==> src/rtl/fifo_rr_scheduler_if.sv <==
// -----------------------------------------------------------------------------
// fifo_rr_scheduler_if
// Purpose : groups the handshake/bus signals between the scheduler, the
//           upstream class-FIFO bank and the downstream destination-FIFO bank.
// Params  : DATA_SIZE - word width; the 2 MSBs of a word select its destination.
// Signals : src_empty  [3:0]            empty flag per source FIFO
//           src_data   [4*DATA_SIZE-1:0] registered pop data per source,
//                                        source i at [i*DATA_SIZE +: DATA_SIZE]
//           dst_pause  [3:0]            almost-full/pause flag per destination
//           src_pop    [3:0]            one-hot pop strobe to source FIFOs
//           dst_push   [3:0]            one-hot push strobe to destination FIFOs
//           dst_data   [DATA_SIZE-1:0]  word presented with dst_push
//           grant_idx  [1:0]            source index of current/last grant
//           busy                        high while the scheduler is not idle
// Modports: slave  - the scheduler side
//           master - the FIFO-bank / environment side
// -----------------------------------------------------------------------------
interface fifo_rr_scheduler_if #(
  parameter int DATA_SIZE = 6
);
  logic [3:0]             src_empty;
  logic [4*DATA_SIZE-1:0] src_data;
  logic [3:0]             dst_pause;
  logic [3:0]             src_pop;
  logic [3:0]             dst_push;
  logic [DATA_SIZE-1:0]   dst_data;
  logic [1:0]             grant_idx;
  logic                   busy;

  modport slave (
    input  src_empty,
    input  src_data,
    input  dst_pause,
    output src_pop,
    output dst_push,
    output dst_data,
    output grant_idx,
    output busy
  );

  modport master (
    output src_empty,
    output src_data,
    output dst_pause,
    input  src_pop,
    input  dst_push,
    input  dst_data,
    input  grant_idx,
    input  busy
  );
endinterface

==> src/rtl/fifo_rr_scheduler.sv <==
// -----------------------------------------------------------------------------
// fifo_rr_scheduler
// Purpose : moves one word per transaction from one of 4 source class FIFOs
//           into one of 4 destination FIFOs. The destination is the word's
//           2 MSBs; a paused destination stalls the transaction until it
//           frees up. Source selection is round-robin from rr_ptr.
// Macro   : SCHED_STRICT_PRIO_EN - when defined, the lowest-index non-empty
//           source always wins and rr_ptr is held at 0.
// Ports   : clk      - rising-edge clock
//           reset_L  - synchronous active-low reset
//           bus      - fifo_rr_scheduler_if.slave (see interface header)
//
// state  | meaning
// -------+---------------------------------------------------------------
// IDLE   | waiting for a non-empty source; grant latched on leaving
// POP    | src_pop[grant] high for one cycle
// ROUTE  | source data valid; captured into holding register, dest decoded
// HOLD   | destination paused; re-check pause every cycle, no strobes
// PUSH   | dst_push[dest] high for one cycle with the held word
// -----------------------------------------------------------------------------
module fifo_rr_scheduler #(
  parameter int DATA_SIZE = 6,
  parameter int NUM_CH    = 4
) (
  input  logic              clk,
  input  logic              reset_L,
  fifo_rr_scheduler_if.slave bus
);

  typedef enum logic [2:0] {
    S_IDLE  = 3'd0,
    S_POP   = 3'd1,
    S_ROUTE = 3'd2,
    S_HOLD  = 3'd3,
    S_PUSH  = 3'd4
  } state_t;

  state_t               state_q, state_d;
  logic [1:0]           grant_q, grant_d;
  logic [1:0]           rr_ptr_q, rr_ptr_d;
  logic [DATA_SIZE-1:0] hold_q, hold_d;

  logic                 pick_found;
  logic [1:0]           pick_idx;
  logic [1:0]           cand;
  logic [DATA_SIZE-1:0] src_word;
  logic [1:0]           route_dest;
  logic [1:0]           hold_dest;

  // Word currently offered by the granted source (valid in ROUTE).
  assign src_word   = bus.src_data[grant_q*DATA_SIZE +: DATA_SIZE];
  assign route_dest = src_word[DATA_SIZE-1 -: 2];
  assign hold_dest  = hold_q[DATA_SIZE-1 -: 2];

  // Source selection.
  always_comb begin
    pick_found = 1'b0;
    pick_idx   = 2'd0;
    cand       = 2'd0;
`ifdef SCHED_STRICT_PRIO_EN
    // Scan from the top so the lowest non-empty index is the last write.
    for (int k = NUM_CH - 1; k >= 0; k--) begin
      if (!bus.src_empty[k]) begin
        pick_found = 1'b1;
        pick_idx   = 2'(k);
      end
    end
`else
    // First non-empty index at or after rr_ptr, wrapping modulo 4.
    for (int k = 0; k < NUM_CH; k++) begin
      cand = rr_ptr_q + 2'(k);
      if (!pick_found && !bus.src_empty[cand]) begin
        pick_found = 1'b1;
        pick_idx   = cand;
      end
    end
`endif
  end

  // State and datapath registers.
  always_ff @(posedge clk) begin
    if (!reset_L) begin
      state_q  <= S_IDLE;
      grant_q  <= 2'd0;
      rr_ptr_q <= 2'd0;
      hold_q   <= '0;
    end else begin
      state_q  <= state_d;
      grant_q  <= grant_d;
      rr_ptr_q <= rr_ptr_d;
      hold_q   <= hold_d;
    end
  end

  // Next-state logic.
  always_comb begin
    state_d  = state_q;
    grant_d  = grant_q;
    rr_ptr_d = rr_ptr_q;
    hold_d   = hold_q;
    unique case (state_q)
      S_IDLE: begin
        if (pick_found) begin
          grant_d = pick_idx;
          state_d = S_POP;
        end
      end
      S_POP: begin
        state_d = S_ROUTE;
      end
      S_ROUTE: begin
        hold_d  = src_word;
        state_d = bus.dst_pause[route_dest] ? S_HOLD : S_PUSH;
      end
      S_HOLD: begin
        state_d = bus.dst_pause[hold_dest] ? S_HOLD : S_PUSH;
      end
      S_PUSH: begin
        // Pause is deliberately not looked at here; the push is committed.
`ifdef SCHED_STRICT_PRIO_EN
        rr_ptr_d = 2'd0;
`else
        rr_ptr_d = grant_q + 2'd1;
`endif
        state_d  = S_IDLE;
      end
      default: begin
        state_d = S_IDLE;
      end
    endcase
  end

  // Outputs are decoded from registers only, so strobes are clean.
  always_comb begin
    bus.src_pop   = 4'b0000;
    bus.dst_push  = 4'b0000;
    bus.dst_data  = hold_q;
    bus.grant_idx = grant_q;
    bus.busy      = (state_q != S_IDLE);
    if (state_q == S_POP) begin
      bus.src_pop = 4'b0001 << grant_q;
    end
    if (state_q == S_PUSH) begin
      bus.dst_push = 4'b0001 << hold_dest;
    end
  end

endmodule
==> src/flat_wrapper.sv <==
// flat-port wrapper written by rule: the top's interface ports become plain ports
module fifo_rr_scheduler_flat 
#(
  parameter int DATA_SIZE = 6,
  parameter int NUM_CH    = 4
)
  (clk, reset_L, bus_src_empty, bus_src_data, bus_dst_pause, bus_src_pop, bus_dst_push, bus_dst_data, bus_grant_idx, bus_busy);
  fifo_rr_scheduler_if #(.DATA_SIZE(DATA_SIZE)) bus_i ();
  input  logic clk;
  input  logic reset_L;
  input wire logic [$bits(bus_i.src_empty)-1:0] bus_src_empty;
  input wire logic [$bits(bus_i.src_data)-1:0] bus_src_data;
  input wire logic [$bits(bus_i.dst_pause)-1:0] bus_dst_pause;
  output wire logic [$bits(bus_i.src_pop)-1:0] bus_src_pop;
  output wire logic [$bits(bus_i.dst_push)-1:0] bus_dst_push;
  output wire logic [$bits(bus_i.dst_data)-1:0] bus_dst_data;
  output wire logic [$bits(bus_i.grant_idx)-1:0] bus_grant_idx;
  output wire logic [$bits(bus_i.busy)-1:0] bus_busy;
  assign bus_i.src_empty = bus_src_empty;
  assign bus_i.src_data = bus_src_data;
  assign bus_i.dst_pause = bus_dst_pause;
  assign bus_src_pop = bus_i.src_pop;
  assign bus_dst_push = bus_i.dst_push;
  assign bus_dst_data = bus_i.dst_data;
  assign bus_grant_idx = bus_i.grant_idx;
  assign bus_busy = bus_i.busy;
  fifo_rr_scheduler #(.DATA_SIZE(DATA_SIZE), .NUM_CH(NUM_CH)) u_core (.clk(clk), .reset_L(reset_L), .bus(bus_i));
endmodule
==> config.mk <==
export PLATFORM = sky130hd
export DESIGN_NAME = fifo_rr_scheduler_flat
export DESIGN_NICKNAME = d
export VERILOG_FILES = /design/src/rtl/fifo_rr_scheduler_if.sv /design/src/rtl/fifo_rr_scheduler.sv /design/src/flat_wrapper.sv
export SDC_FILE = /design/constraint.sdc
export NUM_CORES = 1
export LEC_CHECK = 0
export BUFFER_PORTS_ARGS = -buffer_cell sky130_fd_sc_hd__buf_2
export CAP_MARGIN = 10
export CORE_UTILIZATION = 47
export CTS_CLUSTER_SIZE = 40
export DETAILED_ROUTE_END_ITERATION = 8
export GPL_TIMING_DRIVEN = 0
export PLACE_DENSITY = 0.84
export SLEW_MARGIN = 20
export SYNTH_ARGS = -nofsm -noshare
export SYNTH_HDL_FRONTEND = slang
export SYNTH_SLANG_ARGS = --single-unit
==> constraint.sdc <==
create_clock -name clk -period 4.9 [get_ports clk]
set_clock_uncertainty 0.2 [all_clocks]
set_input_delay 0.49 -clock clk [delete_from_list [all_inputs] [get_ports clk]]
set_output_delay 0.49 -clock clk [all_outputs]
set_load 0.02 [all_outputs]
# [Word-level counts from Yosys, hierarchy flattened]
# Index checks and enable logic that the tools add are counted.
# Widths: inputs -> output; s select.
[classes] n_reduce_logical=11 order_cmp=6 shifts=3 n_eq_ne=5 mul=1 addsub=4 muxes=26
[ops] cell="$shiftx 24x6->6" count=1
[ops] cell="$lt 2x3->1 const B" count=6
[ops] cell="$bmux 1 s2" count=6
[ops] cell="$pmux 3 s4" count=1
[ops] cell="$mux 1" count=10
[ops] cell="$mux 3" count=3
[ops] cell="$mux 2" count=4
[ops] cell="$mux 4" count=2
[ops] cell="$shl 1x2->4 const A" count=2
[ops] cell="$eq 3x2->1 const B" count=2
[ops] cell="$logic_not 1->1" count=5
[ops] cell="$add 2x1->2 const B" count=2
[ops] cell="$add 2x2->2 const B" count=2
[ops] cell="$mul 2x2->4 const B" count=1
[ops] cell="$eq 3x1->1 const B" count=1
[ops] cell="$eq 3x3->1 const B" count=1
[ops] cell="$logic_and 1x1->1" count=3
[ops] cell="$logic_not 3->1" count=1
[ops] cell="$reduce_bool 3->1" count=1
[ops] cell="$ne 2x1->1 const B" count=1
[ops] cell="$reduce_and 2->1" count=1
[word_totals] out_inout_bits=17 inputBits=34 regBits=13 wordCells=60

# [Logic depth before layout (Yosys ltp)]
# Gate-level depths: netlist (run 1).
[depth] ltp_word=14 ltp_mapped=6 ltp_nobuf=5

# [Least setup slack after synthesis (run 1)]
# No wires, ideal clock.
[synth_path] path_type="flip-flop to flip-flop" startpoint="register u_core.grant_q[0], in the netlist u_core.bus.grant_idx[0]" endpoint="register u_core.state_q[2]" required_time_ns=4.597 path_buffers=1 path_stages_with_launch=6 setup_ns=0.103 setup_slack_ns=2.821 synth_period_minus_slack_ns=2.079 arrival_ns=1.775 path_cell_list="dfxtp_1 -> buf_6 -> mux4_2 -> mux2i_1 -> o22ai_1 -> a2111oi_2"
[synth_between] elab_chain_cells=6
[synth_rtl] item="start: declaration" line="fifo_rr_scheduler.sv:39" source="logic [1:0] grant_q, grant_d;"
[synth_rtl] item="start signal: assignment" line="fifo_rr_scheduler.sv:89" source="grant_q <= grant_d;"
[synth_rtl] item="$mul 2x2->4" line="fifo_rr_scheduler.sv:51" source="assign src_word = bus.src_data[grant_q*DATA_SIZE +: DATA_SIZE];"
[synth_rtl] item="$shiftx 24x6->6" line="fifo_rr_scheduler.sv:51"
[synth_rtl] item="$bmux 1 s2" line="fifo_rr_scheduler.sv:113" source="state_d = bus.dst_pause[route_dest] ? S_HOLD : S_PUSH;"
[synth_rtl] item="$mux 1 (not written as such)" line="fifo_rr_scheduler.sv:113"
[synth_rtl] item="$mux 3" line="fifo_rr_scheduler.sv:113"
[synth_rtl] item="$pmux 3 s4" line="fifo_rr_scheduler.sv:101" source="unique case (state_q)"
[synth_rtl] item="end signal: assignment" line="fifo_rr_scheduler.sv:88" source="state_q <= state_d;"
[synth_rtl] item="end: declaration" line="fifo_rr_scheduler.sv:38" source="state_t state_q, state_d;"
# No other way between the ends. The select of a mux whose other input is x is not followed.
# A chain may end at the register's enable or synchronous reset.

# [Final worst setup path (run 1)]
[layout_path] startpoint="register u_core.state_q[0]" endpoint="output bus_dst_push[2]"
[layout_between] elab_chain_cells=2
[layout_rtl] item="$eq 3x3->1" line="fifo_rr_scheduler.sv:143" source="if (state_q == S_PUSH) begin"
[layout_rtl] item="$mux 4" line="fifo_rr_scheduler.sv:143"
[layout_rtl] item="end: declaration" line="flat_wrapper.sv:15" source="output wire logic [$bits(bus_i.dst_push)-1:0] bus_dst_push;"
# No other way between the ends.

==> results.txt, run 1 <==
----------------------------------------------------
[Global route]
  Global routing met1 resource utilization ... 23.4%
  First-pass GRT wire length ... 3600 um
  GR Layer Usage met3 ... 4.71%
  Largest net degree at the start of global routing ... 11
  Initial antenna violation count ... 0
  Vias in the first global route ... 891
  Overflow left after global routing ... 0
  Total global routing track utilization ... 23.6%
  Met2 routing resource usage after global routing ... 45.6%
  Busiest metal layer after global routing ... met2

[Detailed routing]
  Via count ... 907
  Detailed-router iteration count before antenna repair ... 5
  Via density per instance ... 5.30
  Total wire length after detailed routing ... 2250 um
  Post-detailed-route count of antenna-violating nets ... 0
  Residual DRC count ... 0
  Final routed wire length divided by cell count ... 13.2 um
  Count of routing violations after the opening detailed-route iteration ... 10

[Yosys]
  Share of synthesized area occupied by flip-flops and latches ... 28.0%
  Post-synthesis sequential element count ... 13
  Post-synthesis cell count ... 92
  Synth Area per Inst ... 10.1 um^2
  Number of different library cells in the post-synthesis netlist ... 31
  Synthesized cell area ... 930 um^2
  Synth Net Count ... 130
  Synth warnings ... 0

[Power and ir drop]
  Power Total ... 0.311 mW
  Net switching power of the design ... 0.107 mW
  Power per cell area ... 251 mW/mm^2
  Combinational share of power ... 38.6%
  Leak pwr ... 0.563 nW
  Fraction of power spent switching nets ... 34.6%
  Clock power frac ... 21.2%
  Internal cell power ... 0.203 mW
  Part of the total power dissipated in sequential elements ... 40.2%
  VDD IR max ... 0.000148 V

[Placed design]
  I/O Buffers ... 50
  GP Congestion ... 0.777
  Placed wire-length estimate after detailed placement ... 1840 um
  Number of instances in the placed design ... 167
  Post-Place Worst Slack ... 2.79 ns

[Final layout]
  Non-Filler Instances ... 171
  Fin nets ... 185
  Fraction of layout cells with a size suffix above 1 ... 40.4%
  # diodes ... 0
  Growth of design area from synthesis to finish ... 33.1%

[Setup path]
  Biggest fanout along the worst timing path ... 10
  Required time of the worst setup path ... 4.21 ns
  Crit path max-delay cell type ... nor3b_1
  Cells along the critical path ... clkbuf_1, nor2_1, nand2_1, nor3b_1, buf_2
  Critical Path Sink Type ... primary output
  Arrival time worst endpoint ... 1.70 ns
  Count of buffer and inverter cells on the critical path ... 2
  Number of cell instances on the worst register-to-register path ... 5
  Maximum cell stage delay along the critical path ... 0.31 ns
  Critical R2R Capture ... u_core.state_q[2]
  Worst Setup Path Type ... flop to primary output
  Kind of cell adding the most delay to the critical path ... simple AND/OR/NAND/NOR gates
  Critical path launch point type ... flop
  Launching point of the worst reg2reg path ... u_core.bus.grant_idx[1]
  Setup slack of the most critical reg-to-reg path ... 2.77 ns

[Timing]
  Setup violation total in the final timing report ... 0
  Final cycle utilization of the critical path ... 48.8%
  Maximum operating frequency ... 418 MHz
  Transition at the pin with the smallest max-transition slack ... 0.625 ns
  Unrepaired setup endpoints after global routing ... false
  Setup TNS ... 0 ns
  Shortest clock period the worst path allows after layout ... 2.39 ns
  Max-Slew Margin vs Limit ... 58.1%
  Worst path setup slack after routing ... 2.51 ns
  Hold violation count in the final report ... 0
  Slew Limit Fails ... 0

[Die]
  Die boundary height ... 46.5 um
  Initial core utilization ... 52.1%
  Total Die Area ... 0.00216 mm^2
  FP Rows ... 15
  Horizontal die dimension ... 46.5 um
  Placeable core area ... 0.00178 mm^2
  Count of boundary I/O pins ... 51

[Flow run]
  Max-capacitance violation count ... 0

[Clock network]
  Number of buffers created by CTS ... 3
  Cell at the root of the clock tree ... clkbuf_4
  Clock-pin slew on the worst setup and hold paths ... 0.08 ns
  Number of gates resized after cts ... 0
  Post-CTS Repair Setup Buffers ... 0
  Max Root-Sink Buffers ... 2
  Hold-fix buffers, CTS ... 0
  Worst-skew pair later-pin latency ... 0.27 ns
  TritonCTS clock tree ... yes
  CTS HTree Levels ... 1
  Total number of clock tree sinks ... 13

[Worst hold path]
  Cell count of the worst hold path ... 2
  Worst hold-check path type ... flop to flop
  Hold worst-path end ... u_core.bus.dst_data[0]
  Start point of the worst hold path ... u_core.bus.dst_data[0]

[Status]
  Status ... complete, no violations

----------------------------------------------------
sequential cells by signal, summed over array words and instances, names as in the netlist:
signal                cells
u_core.bus.dst_data       6
u_core.state_q            3
u_core.rr_ptr_q           2
u_core.bus.grant_idx      2
metal layers:
metal  wire length, um  vias to the layer above  share of wire (%)
met1               871                      414                 39
met5                 0                        -                  0
met3               141                        6                6.3
met4                44                        0                2.0
li1                  -                      449                  -
met2              1200                       38                 53
tightest hold or removal path: stages, from the launching register on:
cell and delay [ns]:
dfxtp_1 0.34, mux2i_1 0.07, nor2b_1 0.09
cells in the final DEF (no fill, tap or decap):
cell	netlist	layout
nand3_1	1	1
nor2b_1	9	9
o21a_1	1	1
a2111oi_2	1	1
ha_1	4	4
nor3_2	1	1
nor2_1	4	4
a31oi_1	1	1
nand2b_1	2	2
mux2i_1	9	9
dfxtp_1	13	13
a21oi_1	2	2
o21ai_0	4	4
o211ai_1	1	1
nor3b_1	3	3
a221oi_1	1	1
a21boi_0	2	2
o21bai_1	1	1
and4_1	2	2
nor3_1	2	2
and2_1	5	5
or2_0	1	1
o22ai_1	1	1
buf_2	0	50
mux4_2	3	3
clkbuf_1	3	4
clkbuf_4	0	3
mux4_1	4	4
buf_6	1	1
nand2_1	4	4
inv_1	4	4
or3_1	1	1
a211oi_1	1	1
Yosys cell counts (all sizes together):
master	n	area, um^2
nor3	3	20.0
a221oi	1	8.76
dfxtp	13	260
nor2b	9	56.3
nor3b	3	22.5
mux4	7	173
clkbuf	3	11.3
and2	5	31.3
and4	2	17.5
a21oi	2	10.0
or3	1	6.26
inv	4	15.0
a2111oi	1	15.0
nand2	4	15.0
mux2i	9	90.1
o22ai	1	6.26
ha	4	50.1
a211oi	1	7.51
o211ai	1	7.51
o21a	1	7.51
a21boi	2	15.0
buf	1	11.3
nor2	4	15.0
nand2b	2	12.5
a31oi	1	6.26
o21ai	4	20.0
or2	1	6.26
nand3	1	5.00
o21bai	1	7.51
power groups by stage:
stage	logic (mW)	clock network (mW)	registers [mW]
finish	0.120	0.0659	0.125
global route	0.131	0.0734	0.127
CTS	0.120	0.0674	0.125
detailed placement	0.120	0	0.127
global placement	0.115	0	0.127
floorplan	0.0764	0	0.132
layout make-up:
cell class | instances | area (um^2)
plain buffers | 4 | 22.5
clock buffers | 4 | 26.3
fillers | 144 | 546
inverters | 4 | 15.0
multi-input cells | 71 | 632
flip-flops and latches | 13 | 260
well taps | 25 | 31.3
repair buffers | 50 | 250
how the worst max path moves through the flow:
stage	to	cells after the start	startpoint	slack [ns]
2_1_floorplan	u_core.state_q[2]	5	u_core.bus.grant_idx[0]	2.82
3_3_place_gp	u_core.state_q[2]	5	u_core.bus.grant_idx[0]	2.88
3_5_place_dp	u_core.state_q[2]	5	u_core.bus.grant_idx[1]	2.79
4_1_cts	bus_dst_push[2]	5	u_core.state_q[0]	2.50
5_1_grt	bus_dst_push[2]	5	u_core.state_q[0]	2.39
6_report	bus_dst_push[2]	5	u_core.state_q[0]	2.51
per-stage QoR:
step	utilization (%)	hold WS, ns	cell area (um^2)
final	69.4	0.326	1240
after global placement	67.9	0.301	1210
after floorplan	-	0.290	930
after global routing	69.4	0.349	1240
after CTS	69.4	0.328	1240
after detailed placement	67.9	0.307	1210
cells by family (layout without fill, tap and decap cells):
group	Yosys count	in the layout	share of synthesized area, %
multiplexers	16	16	28.3
flip-flops	13	13	28.0
adder cells (fa/ha/maj)	4	4	5.38
buffers and inverters	8	62	4.04
AND/OR/NAND/NOR	35	35	22.3
AO/OA/AOI/OAI	16	16	12.0
Note: power is estimated with default switching activity, not from simulation.
==> run 2, diff against run 1 <==
--- a/config.mk
+++ b/config.mk
@@ -7,11 +7,11 @@
 export LEC_CHECK = 0
 export BUFFER_PORTS_ARGS = -buffer_cell sky130_fd_sc_hd__buf_2
 export CAP_MARGIN = 10
-export CORE_UTILIZATION = 47
+export CORE_UTILIZATION = 44
 export CTS_CLUSTER_SIZE = 40
 export DETAILED_ROUTE_END_ITERATION = 8
 export GPL_TIMING_DRIVEN = 0
-export PLACE_DENSITY = 0.84
+export PLACE_DENSITY = 0.79
 export SLEW_MARGIN = 20
 export SYNTH_ARGS = -nofsm -noshare
 export SYNTH_HDL_FRONTEND = slang
==> constraint.sdc (replaced) <==
create_clock -name clk -period 2.2 [get_ports clk]
set_clock_uncertainty 0.2 [all_clocks]
set_input_delay 0.22 -clock clk [delete_from_list [all_inputs] [get_ports clk]]
set_output_delay 0.22 -clock clk [all_outputs]
set_load 0.02 [all_outputs]
==> run 2 against run 1 <==
Wire length shrank 8.8%. Largest power group unchanged. Largest cell class unchanged. Total power rose by 120%. Cell count increased by 1.2%. Final area rose by 0.81%. Sequential share of layout area shrank 0.17 points. Sequential cell count is the same. Register-to-register slack got worse by 2.7 ns. Non-clock buffer count unchanged.
==> results.txt, run 2 (synthesis results as in run 1) <==
----------------------------------------------------
[Flow run]
  Max-capacitance violation count ... 0 (unchanged)

[Clock network]
  Number of buffers created by CTS ... 3 (unchanged)
  Cell at the root of the clock tree ... clkbuf_4
  TritonCTS clock tree ... yes
  Number of gates resized after cts ... 0 (unchanged)
  Post-CTS Repair Setup Buffers ... 0 (unchanged)
  Max Root-Sink Buffers ... 2 (unchanged)
  Total number of clock tree sinks ... 13 (unchanged)
  Clock-pin slew on the worst setup and hold paths ... 0.09 ns (about the same)
  Worst-skew pair later-pin latency ... 0.28 ns (about the same)
  Hold-fix buffers, CTS ... 0 (unchanged)
  CTS HTree Levels ... 1 (unchanged)

[Die]
  Initial core utilization ... 46.9% (-5.2 points)
  Total Die Area ... 0.00230 mm^2 (+6.5%)
  Placeable core area ... 0.00198 mm^2 (+11%)
  Horizontal die dimension ... 48.0 um (+3.2%)
  Die boundary height ... 48.0 um (+3.2%)
  Count of boundary I/O pins ... 51 (unchanged)
  FP Rows ... 16 (+1)

[Final layout]
  Fraction of layout cells with a size suffix above 1 ... 42.5% (+2.1 points)
  # diodes ... 0 (unchanged)
  Growth of design area from synthesis to finish ... 34.2%
  Most used cells in the layout excluding fill and tap cells ... buf_2, dfxtp_1, mux2i_1, nor2b_1, and2_1
  Fillers ... 164 (+14%)
  Non-Filler Instances ... 173 (+1.2%)
  Fin nets ... 185 (unchanged)
  Post-route cell area ... 0.00125 mm^2 (+0.81%)
  Most common library cell in the layout ignoring fill and taps ... buf_2
  Number of flip-flops under the largest register name ... 6 (unchanged)

[Detailed routing]
  Final routed wire length divided by cell count ... 11.9 um (-9.8%)
  Detailed-router iteration count before antenna repair ... 5 (unchanged)
  Total wire length after detailed routing ... 2060 um (-8.8%)
  Post-detailed-route count of antenna-violating nets ... 0 (unchanged)
  Count of routing violations after the opening detailed-route iteration ... 10 (unchanged)
  Via density per instance ... 5.19 (-2.1%)
  Via count ... 898 (-0.99%)
  Residual DRC count ... 0 (unchanged)

[Timing]
  Hold violation count in the final report ... 0 (unchanged)
  Maximum operating frequency ... 477 MHz
  Setup TNS ... 0 ns (unchanged)
  Transition at the pin with the smallest max-transition slack ... 0.627 ns (+0.00164 ns)
  Setup violation total in the final timing report ... 0 (unchanged)
  Slew Limit Fails ... 0 (unchanged)
  Final cycle utilization of the critical path ... 95.3%
  Unrepaired setup endpoints after global routing ... false
  Shortest clock period the worst path allows after layout ... 2.10 ns
  Max-Slew Margin vs Limit ... 58.0% (-0.11 points)

[Global route]
  Largest net degree at the start of global routing ... 11 (unchanged)
  Vias in the first global route ... 815 (-8.5%)
  Total global routing track utilization ... 19.7% (-4.0 points)
  Overflow left after global routing ... 0 (unchanged)
  First-pass GRT wire length ... 3150 um (-13%)
  Initial antenna violation count ... 0 (unchanged)

[Setup path]
  Required time of the worst setup path ... 2.18 ns (-2.03 ns)
  Biggest fanout along the worst timing path ... 9 (-1)
  Arrival time worst endpoint ... 2.08 ns (+0.38 ns)
  Launching point of the worst reg2reg path ... u_core.bus.grant_idx[0]
  Critical Path Sink Type ... flop
  Worst Setup Path Type ... flop to flop
  Critical path launch point type ... flop
  Start point of the critical path ... u_core.bus.grant_idx[0]

[Power and ir drop]
  Fraction of power spent switching nets ... 35.1% (+0.50 points)
  VDD IR max ... 0.000370 V (+150%)
  Internal cell power ... 0.451 mW (+120%)
  Power per cell area ... 557 mW/mm^2 (+120%)
  Net switching power of the design ... 0.244 mW (+130%)
  Leak pwr ... 0.573 nW (+1.7%)
  Part of the total power dissipated in sequential elements ... 40.0% (-0.2 points)
  Combinational share of power ... 37.9% (-0.7 points)
  Clock power frac ... 22.1% (+0.9 points)

[Placed design]
  GP Congestion ... 0.726 (-6.6%)
  I/O Buffers ... 50 (unchanged)
  Number of instances in the placed design ... 169 (+1.2%)
  Placed wire-length estimate after detailed placement ... 1650 um (-10%)
  Placed inst area ... 0.00121 mm^2 (+0.21%)

[Worst hold path]
  Worst hold-check path type ... primary input to flop
  Start point of the worst hold path ... reset_L

[Status]
  Status ... complete, no violations

----------------------------------------------------
[run 2: cell types whose count changed in the layout (fill, tap and decap cells not counted), sizes merged]
cell and delta:
clkbuf -1, clkinv +1
[run 2: critical path, cell delays in order, from the launching register on]
cell,delay [ns]
dfxtp_1,0.39
buf_6,0.17
mux4_2,0.56
mux2i_1,0.20
o22ai_1,0.12
a2111oi_2,0.34
[run 2: power by group through the flow]
stage	Combinational, mW	Clock (mW)	Sequential, mW
after floorplan	0.170	0	0.295
after global placement	0.257	0	0.282
after detailed placement	0.263	0	0.283
after CTS	0.264	0.155	0.278
after global routing	0.294	0.165	0.283
final	0.264	0.153	0.278
[run 2: worst paths after layout]
| kind | slack, ns | depth (start not counted) | endpoint |
|---|---|---|---|
| min reg2reg | 0.33 | 2 | u_core.bus.dst_data[2] |
| max reg2reg | 0.10 | 5 | u_core.state_q[2] |
| max | 0.10 | 5 | u_core.state_q[2] |
| min | 0.07 | 3 | u_core.state_q[0] |
[run 2: area by class of cell]
class,instances,area (um^2),area share [%]
buffer,4,23.8,1.91
clock buffer,3,22.5,1.81
clock inverter,1,5.00,0.401
inverter,4,15.0,1.20
multi-input combinational,71,637,51.1
sequential,13,260,20.9
tap,27,33.8,2.71
timing repair buffer,50,250,20.1
[run 2: metrics by stage]
stage	util (%)	worst slack [ns]	hold WS [ns]	power [mW]
after floorplan	-	0.121	0.220	0.465
after global placement	61.2	0.142	0.305	0.539
after detailed placement	61.2	0.0922	0.314	0.546
after CTS	62.6	0.0604	0.0661	0.696
after global routing	62.9	0.0217	0.0915	0.742
final	62.9	0.104	0.0703	0.695
[run 2: routing by layer]
| metal | track usage (%) | up-vias | part of all wire [%] |
|---|---|---|---|
| met5 | 0 | - | 0 |
| met4 | 6.67 | 0 | 1.1 |
| met3 | 3.40 | 4 | 6.1 |
| met2 | 34.9 | 41 | 50 |
| met1 | 24.0 | 402 | 43 |
| li1 | - | 451 | - |
